`src/rtl/tdm_mux_pkg.sv`:
```
// Shared constants and state encoding for the time-division channel multiplexer.
package tdm_mux_pkg;

  localparam logic MODE_MANUAL = 1'b0;
  localparam logic MODE_SCAN   = 1'b1;

  typedef enum logic {
    ST_MANUAL = 1'b0,
    ST_SCAN   = 1'b1
  } state_t;

endpackage

```
`src/rtl/tdm_scan_ctr.sv`:
```
// Round-robin channel pointer with a per-channel dwell counter for SCAN mode.
module tdm_scan_ctr #(
  parameter int N_CH  = 8,
  parameter int DWELL = 1,
  parameter int SELW  = $clog2(N_CH),
  parameter int CW    = $clog2(DWELL + 1)
) (
  input  logic            clk,
  input  logic            rst,
  input  logic            clr,
  input  logic            adv,
  output logic [SELW-1:0] ptr,
  output logic            last
);

  localparam logic [SELW-1:0] LAST_PTR = SELW'(N_CH - 1);
  localparam logic [CW-1:0]   LAST_CNT = CW'(DWELL - 1);

  logic [CW-1:0] dwell_cnt;
  logic          dwell_done;

  assign dwell_done = (dwell_cnt == LAST_CNT);
  assign last       = dwell_done && (ptr == LAST_PTR);

  // Pointer wraps explicitly at N_CH-1 so non-power-of-two channel counts never
  // reach an unused index.
  always_ff @(posedge clk) begin
    if (rst || clr) begin
      ptr       <= '0;
      dwell_cnt <= '0;
    end else if (adv) begin
      if (dwell_done) begin
        dwell_cnt <= '0;
        ptr       <= (ptr == LAST_PTR) ? '0 : ptr + SELW'(1);
      end else begin
        dwell_cnt <= dwell_cnt + CW'(1);
      end
    end
  end

endmodule

```
`src/rtl/tdm_mux.sv`:
```
// N-channel registered multiplexer with manual select and round-robin scan modes.
//   state     | meaning
//   ST_MANUAL | enabled cycles sample the channel named by sel_in
//   ST_SCAN   | enabled cycles sample the channel under the scan pointer
module tdm_mux
  import tdm_mux_pkg::*;
#(
  parameter int N_CH  = 8,
  parameter int DW    = 1,
  parameter int DWELL = 1,
  parameter int SELW  = $clog2(N_CH)
) (
  input  logic              clk,
  input  logic              rst,
  input  logic              en,
  input  logic              mode,
  input  logic [SELW-1:0]   sel_in,
  input  logic [N_CH*DW-1:0] din,
  output logic [DW-1:0]     dout,
  output logic [SELW-1:0]   sel_out,
  output logic              valid,
  output logic              wrap
);

  state_t          state;
  logic [SELW-1:0] ptr;
  logic            last;
  logic            scan_clr;
  logic            scan_adv;
  logic [DW:0]     man_pick;
  logic [DW:0]     scan_pick;

  // Returns {hit, data}; hit is low for indices past the last channel.
  function automatic logic [DW:0] pick(input logic [SELW-1:0] s,
                                       input logic [N_CH*DW-1:0] d);
    logic [DW:0] r;
    r = '0;
    for (int k = 0; k < N_CH; k++) begin
      if (s == SELW'(k)) r = {1'b1, d[k*DW +: DW]};
    end
    return r;
  endfunction

  assign man_pick  = pick(sel_in, din);
  assign scan_pick = pick(ptr, din);

  // Entering SCAN always restarts the sweep, whatever en is doing.
  assign scan_clr = (state == ST_MANUAL) && (mode == MODE_SCAN);
  assign scan_adv = (state == ST_SCAN) && en;

  tdm_scan_ctr #(
    .N_CH  (N_CH),
    .DWELL (DWELL)
  ) u_scan_ctr (
    .clk  (clk),
    .rst  (rst),
    .clr  (scan_clr),
    .adv  (scan_adv),
    .ptr  (ptr),
    .last (last)
  );

  always_ff @(posedge clk) begin
    if (rst) begin
      state   <= ST_MANUAL;
      dout    <= '0;
      sel_out <= '0;
      valid   <= 1'b0;
      wrap    <= 1'b0;
    end else begin
      case (state)
        ST_MANUAL: if (mode == MODE_SCAN)   state <= ST_SCAN;
        ST_SCAN:   if (mode == MODE_MANUAL) state <= ST_MANUAL;
        default:   state <= ST_MANUAL;
      endcase

      if (!en) begin
        valid <= 1'b0;
        wrap  <= 1'b0;
      end else if (state == ST_SCAN) begin
        dout    <= scan_pick[DW-1:0];
        sel_out <= ptr;
        valid   <= 1'b1;
        wrap    <= last;
      end else begin
        dout    <= man_pick[DW] ? man_pick[DW-1:0] : '0;
        sel_out <= sel_in;
        valid   <= man_pick[DW];
        wrap    <= 1'b0;
      end
    end
  end

endmodule

```
`config.mk`:
```
export PLATFORM = sky130hd
export DESIGN_NAME = tdm_mux
export DESIGN_NICKNAME = d
export VERILOG_FILES = /design/src/rtl/tdm_mux_pkg.sv /design/src/rtl/tdm_scan_ctr.sv /design/src/rtl/tdm_mux.sv
export SDC_FILE = /design/constraint.sdc
export NUM_CORES = 1
export LEC_CHECK = 0
export ABC_CLOCK_PERIOD_IN_PS = 3380
export CAP_MARGIN = 10
export CELL_PAD_IN_SITES_DETAIL_PLACEMENT = 1
export CELL_PAD_IN_SITES_GLOBAL_PLACEMENT = 1
export CORE_MARGIN = 2
export CORE_UTILIZATION = 34
export DETAILED_ROUTE_END_ITERATION = 10
export PLACE_DENSITY = 0.77
export SLEW_MARGIN = 0
export SYNTH_ARGS = -nofsm -noshare
export SYNTH_HDL_FRONTEND = slang
export SYNTH_SLANG_ARGS = --single-unit
```
`constraint.sdc`:
```
create_clock -name clk -period 3.38 [get_ports clk]
set_clock_uncertainty 0.2 [all_clocks]
set_input_delay 0.676 -clock clk [delete_from_list [all_inputs] [get_ports clk]]
set_output_delay 0.676 -clock clk [all_outputs]
set_load 0.005 [all_outputs]
```
# == Word level (Yosys, flattened, before mapping) ==
# Cells that the tools add are included.
# W data, S select, Z words.
# totals
ff_bits,11
n_memories,0
output_inout_bits,6
rom_bits,0
input_bits,15
elab_cells,58
latch_bits,0
ram_bits,0
# op_classes
n_addsub,2
mux,23
n_div,0
mul,0
bitwise_logic,3
n_eq_ne,14
n_lt_le_gt_ge,0
n_reduce_logical,9
shift,0
# op_table
cell,n
$eq A3 B3 Y1 const B,8
$mux W2,8
$mux W1,13
$eq A3 B2 Y1 const B,4
$eq A3 B1 Y1 const B,2
$logic_not A3 Y1,2
$mux W3,2
$add A3 B1 Y3 const B,1
$logic_and A1 B1 Y1,3
$not A1 Y1,3
$reduce_or A3 Y1,1
$reduce_and A2 Y1,1
$reduce_or A2 Y1,1
$add A1 B1 Y1 const B,1
$logic_or A1 B1 Y1,1

# == Longest topological paths before layout ==
# Gate-level depths: netlist of run 1.
# depth
word_depth,11
mapped_depth,7
depth_no_buf,7

# == Hierarchy ==
# Synthesis of run 1 repeated with hierarchy kept, for this count alone.
# hier_totals
cells_unflattened,51
hier_area_um2,540.5
# modules_own_cells
mod,instances,seq_area_each_um2,area_per_inst_um2,cells_per_inst
tdm_mux,1,140.1,397.9,39
tdm_scan_ctr,1,60.1,142.6,12

# == Worst setup path after synthesis of run 1 ==
# No wires, ideal clock.
# synth_path
kind,input to register
from,in sel_in[1]
to,reg dout
n_path_buf,0
cell_stages,4
setup_slack_ns,1.513
arrival_time_ns,1.552
setup_ns,0.115
required_ns,3.065
cell_sequence,mux4_1 -> mux2i_1 -> o21ai_1 -> o21a_1
# synth_via
elab_chain_len,11
elab_cells_between_ends,18
cone_classes,7 x eq/ne; 10 x mux; 1 x reduce/logical
# synth_lines
element,line,rtl
start: declaration,tdm_mux.sv:17,"input logic [SELW-1:0] sel_in,"
$logic_not A3 Y1,tdm_mux.sv:39,"if (s == SELW'(k)) r = {1'b1, d[k*DW +: DW]};"
$mux W2 (7 in series),tdm_mux.sv:39,
$mux W2 *,tdm_mux.sv:39,
$mux W1 *,tdm_mux.sv:86,dout <= man_pick[DW] ? man_pick[DW-1:0] : '0;
$mux W1 *,tdm_mux.sv:80,end else if (state == ST_SCAN) begin
end signal: assignment,tdm_mux.sv:81,dout <= scan_pick[DW-1:0];
end signal: assignment,tdm_mux.sv:86,
end: declaration,tdm_mux.sv:19,"output logic [DW-1:0] dout,"
# Mark *: on every way between the ends. The rest lies on a longest branch, timed or not.
# A chain may end at the register's enable or synchronous reset.

# == Worst setup path after layout of run 1 ==
# Ends and elaborated chain as after synthesis.

==> summary.txt, run 1 <==
Clock tree
  • CTS Hold Bufs: 0
  • CTS max path bufs: 2
  • CTS tree: yes
  • Root Driver: clkbuf_4
  • Clock slew at reported path FFs: 0.07 ns
  • H-tree Lvls: 1
  • Post-cts resize count: 0
  • Worst-skew pair later-pin latency: ~0.27 ns
  • Post-CTS Setup Bufs: 0
  • Clock Sink Count: 10
  • CTS Buf Count: 3

STA
  • Fin worst setup slack: roughly 1.1 ns
  • RSZ-0062 raised after global routing: no
  • Post-route minimum period: 2.25 ns
  • Fin. Hold Viols: 0
  • Max-slew violation count: 0
  • Max Clock Freq: 445 MHz
  • Post-Route Setup TNS: 0 ns
  • Max-slew headroom: approximately 74%
  • Setup-failing EPs final: 0
  • Period Utilization, post-route: 66.5%
  • Least-Margin Pin Slew: 0.392 ns

Logic synthesis
  • Syn Area/Cell: around 9 um^2
  • Synthesized cell area: 619 um^2
  • Distinct cells, synth: 23
  • Post-synthesis cell count: 67
  • Synth Warn #: 0
  • Post-synthesis sequential area ratio: 32.3%
  • Yosys reg bits: 10
  • Post-synthesis net count: 88

GRT
  • Largest net degree at the start of global routing: 12
  • Total Routing Usage GR: 17.2%
  • Global-route wire length before repair: between 2 and 3 mm
  • Initial antenna violation count: 0
  • Grt ovf: 0
  • Vias in the first global route: about 560

Floorplan
  • # IOs: 21
  • Initial core utilization: 35.9%
  • Die Y: 46.7 um
  • Die area: between 2000 and 2500 um^2
  • Area of the core: 1730 um^2
  • Std-Cell Rows: 15
  • Die X: 46.7 um

Detailed routing
  • Post-Route WL: roughly 1.5 mm
  • Detailed-route DRC error count: 0
  • Vias: 576
  • Number of DRC violations after detailed-routing iteration 0: 6
  • Per-cell routed wire length: between 10 and 15 um
  • Vias per std cell: 5.10
  • Routed Antenna Nets: 0
  • 1st-pass router iterations: 4

Worst hold path
  • Hold_sp: sel_out[2]
  • Hold EP: sel_out[2]
  • Hold Crit Class: reg -> reg
  • Min-Delay Path Depth: 2

Cells and area
  • Fillers: approximately 210
  • Fin cells: around 110
  • Antenna diodes: 0
  • Area growth, synth to finish: 38.6%
  • Final core area utilization: 49.7%
  • Nets: 110
  • Share of layout cells above drive strength 1: 4.55%
  • Cell area after layout: between 800 and 900 um^2

Setup path
  • CP required: 3.34 ns
  • Crit path capture type: flip-flop
  • CP max stage delay: 0.59 ns
  • CP Launch Type: input port
  • Critical Path Source: sel_in[1]
  • Worst r2r dst: dout
  • Slowest-stage cell, CP: mux4_1
  • CP Data Arrival Time: about 2.2 ns
  • Setup slack, reg-to-reg: 1.37 ns
  • Crit Reg-Reg Startpoint: u_scan_ctr.ptr[1]
  • WS Path Type: in -> reg
  • R2r worst-path depth: 7
  • CP cell instances: clkdlybuf4s50_1 > mux4_1 > mux2i_1 > o21ai_1 > o21a_1
  • CP max FO: 3

Pwr
  • Pwr per Cell Area: roughly 340 nW/um^2
  • LEAKAGE: 0.332 nW
  • Maximum vdd ir drop: between 100 and 150 uV

Placed design
  • Post-Place Cells: around 110
  • IO buf count: 20
  • GP Congestion: 0.816
  • DP Worst Slack: 0.834 ns
  • Detailed Place HPWL: 1.26 mm
  • Post-place instance area: 822 um^2

Outcome
  • Status: completed

Run
  • Max-cap viol count: 0
per-layer routing:
metal,GRT usage [%],up-vias,part of all wire (%)
met5,0,-,0
met2,30.3,14,50
met3,4.71,6,3.6
li1,-,286,-
met1,19.6,270,45
met4,6.67,0,2.0
cell families (layout without fill, tap and decap cells):
kind of cell	count (synthesis)	after routing	synth area share (%)
AOI/OAI and AO/OA	17	17	17.6
adders and majority gates	6	6	12.1
buffers and inverters	8	29	7.68
DFF	10	10	32.3
muxes	7	7	16.6
and+or+nand+nor	19	19	13.7
power by group:
part / switching (mW) / internal [mW] / total [mW]
Clock: 0.0450 / 0.0655 / 0.111
Combinational: 0.0199 / 0.0342 / 0.0542
Sequential: 0.00447 / 0.123 / 0.128
layout by cell type (no fill, tap or decap), drive strengths merged, types with 2 or more instances in the layout:
cell type and instances:
a211oi 3, a21oi 5, clkbuf 4, clkdlybuf4s50 20
dfxtp 10, ha 6, inv 5, mux2i 5
mux4 2, nand2 2, nor2 11, nor2b 3
nor3 2, o21ai 3
layout make-up:
cell class | instances | area, um^2 | area share, %
timing repair buffer | 20 | 200 | 23.3
sequential | 10 | 200 | 23.3
multi-input combinational | 49 | 372 | 43.3
tap | 25 | 31.3 | 3.64
inverter | 5 | 18.8 | 2.19
clock buffer | 4 | 36.3 | 4.23
how the worst max path moves through the flow:
| stage | end | slack (ns) | cells past startpoint |
|---|---|---|---|
| floorplan | dout | 1.51 | 4 |
| global placement | dout | 0.92 | 5 |
| detailed placement | dout | 0.83 | 5 |
| CTS | dout | 1.12 | 5 |
| global route | dout | 1.05 | 5 |
| finish | dout | 1.13 | 5 |
synthesized netlist by cell type, drive strengths merged:
master	n	share of area (%)
a2111oi	1	1.6
a211oi	3	3.6
a21oi	5	4.0
a22oi	1	1.2
a31oi	1	1.0
a32oi	1	1.4
buf	1	1.8
clkbuf	2	2.8
dfxtp	10	32
ha	6	12
inv	5	3.0
mux2i	5	8.1
mux4	2	8.5
nand2	2	1.2
nand3b	1	1.2
nor2	11	6.7
nor2b	3	3.0
nor3	2	1.6
o21a	1	1.2
o21ai	3	2.4
o22ai	1	1.0
worst max-delay path: cells and delay by family:
kind | cells | cell delay [ns]
mux | 2 | 0.73
buf+inv | 1 | 0.54
compound gates | 2 | 0.27
metrics by stage:
stage / total power [mW] / hold slack (ns)
2_1_floorplan: 0.155 / 0.278
3_3_place_gp: 0.183 / 0.275
3_5_place_dp: 0.185 / 0.286
4_1_cts: 0.297 / 0.295
5_1_grt: 0.311 / 0.328
6_report: 0.292 / 0.285
sequential cells by signal, indices dropped and copies added, names as in the netlist:
signal	count
u_scan_ctr.ptr	3
state	1
sel_out	3
dout	1
wrap	1
valid	1
(Power assumes the default switching activity.)
==> run 2, diff against run 1 <==
--- a/config.mk
+++ b/config.mk
@@ -5,14 +5,15 @@
 export SDC_FILE = /design/constraint.sdc
 export NUM_CORES = 1
 export LEC_CHECK = 0
-export ABC_CLOCK_PERIOD_IN_PS = 3380
+export ABC_CLOCK_PERIOD_IN_PS = 1950
 export CAP_MARGIN = 10
 export CELL_PAD_IN_SITES_DETAIL_PLACEMENT = 1
 export CELL_PAD_IN_SITES_GLOBAL_PLACEMENT = 1
+export CORE_ASPECT_RATIO = 0.7
 export CORE_MARGIN = 2
-export CORE_UTILIZATION = 34
+export CORE_UTILIZATION = 28
 export DETAILED_ROUTE_END_ITERATION = 10
-export PLACE_DENSITY = 0.77
+export PLACE_DENSITY = 0.67
 export SLEW_MARGIN = 0
 export SYNTH_ARGS = -nofsm -noshare
 export SYNTH_HDL_FRONTEND = slang
==> constraint.sdc (replaced) <==
create_clock -name clk -period 1.95 [get_ports clk]
set_clock_uncertainty 0.2 [all_clocks]
set_input_delay 0.39 -clock clk [delete_from_list [all_inputs] [get_ports clk]]
set_output_delay 0.39 -clock clk [all_outputs]
set_load 0.005 [all_outputs]
==> run 2 against run 1 <==
Die area up 20%. Power increased by 80%. Clock power grew 75%. Count of clock-buffer cells in the layout stayed put. Non-clock buffer count increased by 11. Critical path depth unchanged. First-iteration DRC count is 130% higher.
==> summary.txt, run 2 (synthesis results as in run 1) <==
STA
  • Setup-failing EPs final: 0 (unchanged)
  • Post-route minimum period: 1.90 ns
  • Fin. Hold Viols: 0 (unchanged)
  • Period Utilization, post-route: 97.5%
  • Max Clock Freq: between 500 and 600 MHz
  • Fin worst setup slack: 0.0483 ns (was 1.13 ns)
  • Hold WS: 0.290 ns (was 0.285 ns)
  • Max-slew headroom: 71.8% (was 73.8%)
  • Max-slew violation count: 0 (unchanged)
  • Least-Margin Pin Slew: 0.421 ns (was 0.392 ns)

Detailed routing
  • Vias: 603 (was 576)
  • Per-cell routed wire length: 13.1 um (was 13.5 um)
  • Vias per std cell: 4.60 (was 5.10)
  • Number of DRC violations after detailed-routing iteration 0: 14 (was 6)
  • Routed Antenna Nets: 0 (unchanged)
  • Post-Route WL: 1.72 mm (was 1.53 mm)
  • 1st-pass router iterations: 3 (was 4)
  • Detailed-route DRC error count: 0 (unchanged)

Clock tree
  • CTS tree: yes (unchanged)
  • H-tree Lvls: 1 (unchanged)
  • Worst-skew pair later-pin latency: 0.27 ns (about the same)
  • Root Driver: clkbuf_4 (unchanged)
  • CTS Hold Bufs: 0 (unchanged)
  • Post-CTS Setup Bufs: 0 (unchanged)
  • CTS max path bufs: 2 (unchanged)
  • Clock slew at reported path FFs: 0.08 ns (was 0.07 ns)
  • CTS Buf Count: 3 (unchanged)
  • Clock Sink Count: 10 (unchanged)

Floorplan
  • Die area: 2610 um^2 (was 2180 um^2)
  • # IOs: 21 (unchanged)
  • Std-Cell Rows: 14 (was 15)
  • Die Y: 43.4 um (was 46.7 um)
  • Area of the core: 2120 um^2 (was 1730 um^2)
  • Initial core utilization: 29.2% (was 35.9%)
  • Die X: 60.2 um (was 46.7 um)

Setup path
  • CP cell instances: clkdlybuf4s50_1 > mux4_1 > mux2i_1 > o21ai_1 > o21a_1 (unchanged)
  • Setup slack, reg-to-reg: 0.08 ns (was 1.37 ns)
  • Slowest-stage cell, CP: mux4_1 (unchanged)
  • Critical Path Source: sel_in[1] (unchanged)
  • CP required: 1.92 ns (was 3.34 ns)
  • Crit Reg-Reg Startpoint: u_scan_ctr.ptr[1] (unchanged)
  • CP Data Arrival Time: 1.88 ns (was 2.21 ns)
  • WS Path Type: in -> reg (unchanged)
  • Worst r2r dst: dout (unchanged)
  • R2r worst-path depth: 7 (unchanged)
  • Crit path capture type: flip-flop (unchanged)
  • CP Launch Type: input port (unchanged)
  • CP max FO: 3 (unchanged)
  • Worst setup endpoint: dout (unchanged)
  • CP max stage delay: 0.56 ns (was 0.59 ns)

Placed design
  • DP Worst Slack: -0.247 ns (was 0.834 ns)
  • Detailed Place HPWL: 1.42 mm (was 1.26 mm)
  • Post-Place Cells: 127 (was 109)
  • GP Congestion: 0.735 (was 0.816)
  • IO buf count: 20 (unchanged)

Cells and area
  • Fillers: 253 (was 212)
  • Area growth, synth to finish: 56.4% (was 38.6%)
  • Fin cells: 131 (was 113)
  • Nets: 121 (was 110)
  • Most common cell after layout, fill and taps aside: clkdlybuf4s50_1 (unchanged)
  • Largest registers: sel_out (3), u_scan_ctr.ptr (3) (unchanged)
  • Share of layout cells above drive strength 1: 17.2% (was 4.55%)
  • Most frequent cells in the layout: clkdlybuf4s50_1 (20), nor2_1 (11), buf_4 (11) (was clkdlybuf4s50_1 (20), nor2_1 (11), dfxtp_1 (10))
  • Antenna diodes: 0 (unchanged)

Worst hold path
  • Hold Crit Class: reg -> reg (unchanged)

GRT
  • Grt ovf: 0 (unchanged)
  • Global-route wire length before repair: 2.79 mm (was 2.56 mm)
  • Total Routing Usage GR: 14.9% (was 17.2%)
  • Initial antenna violation count: 0 (unchanged)
  • Vias in the first global route: 624 (was 556)
  • Largest net degree at the start of global routing: 11 (was 12)

Pwr
  • Maximum vdd ir drop: 245 uV (was 139 uV)
  • Pwr per Cell Area: 544 nW/um^2 (was 341 nW/um^2)
  • LEAKAGE: 0.391 nW (was 0.332 nW)

Outcome
  • Status: completed (unchanged)

Run
  • Max-cap viol count: 0 (unchanged)
[run 2: cell count changes in the layout (fill, tap and decap cells not counted)]
cell | previous run | this run
dfxtp_1 | 10 | 9
dfxtp_2 | 0 | 1
buf_4 | 0 | 11
a2111oi_1 | 1 | 0
a2111oi_4 | 0 | 1
[run 2: worst max-delay path: cells and delay by family]
kind | cells | cell delay (ns)
mux | 2 | 0.70
buf+inv | 1 | 0.52
compound gates | 2 | 0.26
[run 2: worst min path at each step]
stage	cells past startpoint	startpoint	slack, ns	endpoint
4_1_cts	2	sel_out[1]	0.30	sel_out[1]
2_1_floorplan	2	sel_out[1]	0.28	sel_out[1]
3_5_place_dp	2	sel_out[1]	0.29	sel_out[1]
3_3_place_gp	2	sel_out[1]	0.28	sel_out[1]
5_1_grt	2	sel_out[2]	0.34	sel_out[2]
6_report	2	sel_out[1]	0.29	sel_out[1]
[run 2: layer usage]
layer | vias to the layer above | global-route usage (%) | wire (um)
li1 | 304 | - | -
met1 | 285 | 18.9 | 800
met2 | 11 | 23.9 | 813
met3 | 3 | 5.67 | 90
met4 | 0 | 4.00 | 12
met5 | - | 0 | 0
[run 2: timing repair]
item / in CTS / in global routing
hold endpoints to repair: 0 / 0
endpoints found under the setup margin: 1 / 1
gates resized for setup: 1 / 2
[run 2: through the flow]
step,power (mW),util (%),instance area [um^2],setup TNS [ns]
2_1_floorplan,0.269,-,619,0
6_report,0.527,45.7,968,0
5_1_grt,0.552,45.7,968,-0.00701
3_3_place_gp,0.331,43.1,913,-0.223
3_5_place_dp,0.334,43.1,913,-0.247
4_1_cts,0.529,44.9,951,0
[run 2: layout make-up]
class / instances / area, um^2 / share of cell area (%)
flip-flops and latches: 10 / 201 / 20.8
repair buffers: 31 / 283 / 29.2
inverters: 5 / 18.8 / 1.94
well taps: 32 / 40.0 / 4.13
clock buffers: 4 / 36.3 / 3.75
multi-input cells: 49 / 389 / 40.2
[run 2: power breakdown]
group / switching, mW / total, mW / internal [mW]
Combinational: 0.0395 / 0.112 / 0.0730
Sequential: 0.00710 / 0.220 / 0.213
Clock: 0.0800 / 0.194 / 0.114
==> run 3, diff against run 2 <==
--- a/config.mk
+++ b/config.mk
@@ -13,7 +13,9 @@
 export CORE_MARGIN = 2
 export CORE_UTILIZATION = 28
 export DETAILED_ROUTE_END_ITERATION = 10
+export GPL_ROUTABILITY_DRIVEN = 0
 export PLACE_DENSITY = 0.67
+export RECOVER_POWER = 25
 export SLEW_MARGIN = 0
 export SYNTH_ARGS = -nofsm -noshare
 export SYNTH_HDL_FRONTEND = slang
==> run 3 against run 2 <==
Clock power about the same. Die area stayed put. Register-to-register slack about the same. Hold slack improved by 0.0011 ns. Core utilization down 0.18 points. Flip-flop and latch count did not move. Sequential share of layout area up 0.081 points. Global-route usage unchanged. Via count down 0.17%. First-iteration DRC count stayed put. Power decreased by 0.19%.
==> summary.txt, run 3 (synthesis results as in run 1) <==
Setup path
  • CP Data Arrival Time: 1.88 ns (about the same)
  • CP cell instances: clkdlybuf4s50_1 > mux4_1 > mux2i_1 > o21ai_1 > o21a_1 (unchanged)
  • Slowest-stage cell, CP: mux4_1 (unchanged)
  • CP max FO: 3 (unchanged)
  • CP required: 1.93 ns (was 1.92 ns)
  • WP buf/inv: 1 (unchanged)
  • Crit-path leading delay family: multiplexers (unchanged)
  • CP max stage delay: 0.56 ns (about the same)
  • Crit path capture type: flip-flop (unchanged)
  • WS Path Type: in -> reg (unchanged)
  • CP Launch Type: input port (unchanged)

GRT
  • Initial antenna violation count: 0 (unchanged)
  • Total Routing Usage GR: 14.9% (unchanged)
  • Largest net degree at the start of global routing: 11 (unchanged)
  • Global-route wire length before repair: 2.79 mm (unchanged)
  • Grt ovf: 0 (unchanged)
  • Vias in the first global route: 624 (unchanged)

Floorplan
  • # IOs: 21 (unchanged)
  • Initial core utilization: 29.2% (unchanged)
  • Die area: 2610 um^2 (unchanged)
  • Die X: 60.2 um (unchanged)
  • Area of the core: 2120 um^2 (unchanged)
  • Std-Cell Rows: 14 (unchanged)
  • Die Y: 43.4 um (unchanged)

Clock tree
  • Clock Sink Count: 10 (unchanged)
  • CTS tree: yes (unchanged)
  • CTS Hold Bufs: 0 (unchanged)
  • H-tree Lvls: 1 (unchanged)
  • Root Driver: clkbuf_4 (unchanged)
  • CTS max path bufs: 2 (unchanged)
  • Post-cts resize count: 1 (unchanged)
  • Worst-skew pair later-pin latency: 0.27 ns (about the same)
  • Post-CTS Setup Bufs: 0 (unchanged)
  • CTS Buf Count: 3 (unchanged)
  • Clock slew at reported path FFs: 0.08 ns (about the same)

STA
  • Fin worst setup slack: 0.0414 ns (was 0.0483 ns)
  • Max-slew violation count: 0 (unchanged)
  • Setup-failing EPs final: 0 (unchanged)
  • Max Clock Freq: 524 MHz (was 526 MHz)
  • Fin. Hold Viols: 0 (unchanged)
  • Post-route minimum period: 1.91 ns (was 1.90 ns)
  • Period Utilization, post-route: 97.9% (was 97.5%)
  • Least-Margin Pin Slew: 0.429 ns (was 0.421 ns)
  • Max-slew headroom: 71.3% (was 71.8%)
  • Hold WS: 0.292 ns (was 0.290 ns)

Pwr
  • LEAKAGE: 0.388 nW (was 0.391 nW)
  • Int Pwr: 399 uW (was 400 uW)
  • Comb power frac: 21.1% (was 21.4%)
  • Pwr per Cell Area: 545 nW/um^2 (was 544 nW/um^2)
  • Clock power frac: 36.9% (was 36.8%)
  • Seq pwr share: 42.0% (was 41.9%)
  • Switching part of the total power: 24.2% (was 24.0%)
  • P_sw: 127 uW (about the same)
  • Maximum vdd ir drop: 245 uV (about the same)
  • Power Total: 526 uW (was 527 uW)

Detailed routing
  • Post-Route WL: 1.71 mm (was 1.72 mm)
  • Routed Antenna Nets: 0 (unchanged)
  • Per-cell routed wire length: 13.1 um (about the same)
  • Vias: 602 (was 603)
  • Vias per std cell: 4.60 (about the same)
  • 1st-pass router iterations: 3 (unchanged)
  • Detailed-route DRC error count: 0 (unchanged)
  • Number of DRC violations after detailed-routing iteration 0: 14 (unchanged)

Run
  • Max-cap viol count: 0 (unchanged)

Placed design
  • Detailed Place HPWL: 1.42 mm (unchanged)
  • IO buf count: 20 (unchanged)
  • DP Worst Slack: -0.247 ns (unchanged)

Cells and area
  • Most common cell after layout, fill and taps aside: clkdlybuf4s50_1 (unchanged)
  • Largest registers: sel_out (3), u_scan_ctr.ptr (3) (unchanged)
  • Most frequent cells in the layout: clkdlybuf4s50_1 (19), nor2_1 (11), buf_4 (10) (was clkdlybuf4s50_1 (20), nor2_1 (11), buf_4 (11))
  • Share of layout cells above drive strength 1: 16.2% (was 17.2%)
  • Nets: 121 (unchanged)
  • Antenna diodes: 0 (unchanged)
  • Area growth, synth to finish: 55.8% (was 56.4%)

Worst hold path
  • Hold Crit Class: reg -> reg (unchanged)

Outcome
  • Status: completed (unchanged)
run 3: cell count changes in the layout (fill, tap and decap cells not counted), sizes merged:
| cell | delta |
|---|---|
| clkbuf | +1 |
| dlygate4sd3 | +1 |
| buf | -1 |
| clkdlybuf4s50 | -1 |
run 3: stage by stage:
step,TNS [ns],area (um^2),utilization [%],cells
2_1_floorplan,0,619,-,67
3_3_place_gp,-0.223,913,43.1,127
3_5_place_dp,-0.247,913,43.1,127
4_1_cts,0,951,44.9,131
5_1_grt,-0.00701,965,45.5,131
6_report,0,965,45.5,131
run 3: metal layers:
| layer | global-route usage [%] | wire [um] |
|---|---|---|
| met2 | 23.9 | 810 |
| met5 | 0 | 0 |
| met4 | 4.00 | 12 |
| met3 | 5.67 | 89 |
| met1 | 18.9 | 800 |
run 3: power groups by stage:
stage | clock network (mW) | registers [mW] | logic [mW]
after detailed placement | 0 | 0.226 | 0.108
after global routing | 0.208 | 0.222 | 0.121
after global placement | 0 | 0.225 | 0.107
final | 0.194 | 0.220 | 0.111
after floorplan | 0 | 0.224 | 0.0459
after CTS | 0.199 | 0.221 | 0.109
run 3: worst register-to-register path, delay by kind of cell (launching register included):
family,cells,cell delay (ns)
buffers and inverters,1,0.07
flip-flops,1,0.36
AND/OR/NAND/NOR,1,0.21
adder cells (fa/ha/maj),1,0.22
AO/OA/AOI/OAI,4,0.76
run 3: layout make-up:
| class | instances | area [um^2] |
|---|---|---|
| clock buffer | 4 | 36.3 |
| tap | 32 | 40.0 |
| fill | 253 | 1150 |
| sequential | 10 | 201 |
| timing repair buffer | 31 | 279 |
| multi-input combinational | 49 | 389 |
| inverter | 5 | 18.8 |
run 3: path summary, 6_finish.rpt:
path,start,endpoint,slack [ns],depth (start not counted)
worst min register to register,sel_out[1],sel_out[1],0.29,2
worst min-delay path,sel_out[1],sel_out[1],0.29,2
worst max register to register,u_scan_ctr.ptr[1],dout,0.08,7
worst max-delay path,sel_in[1],dout,0.04,5
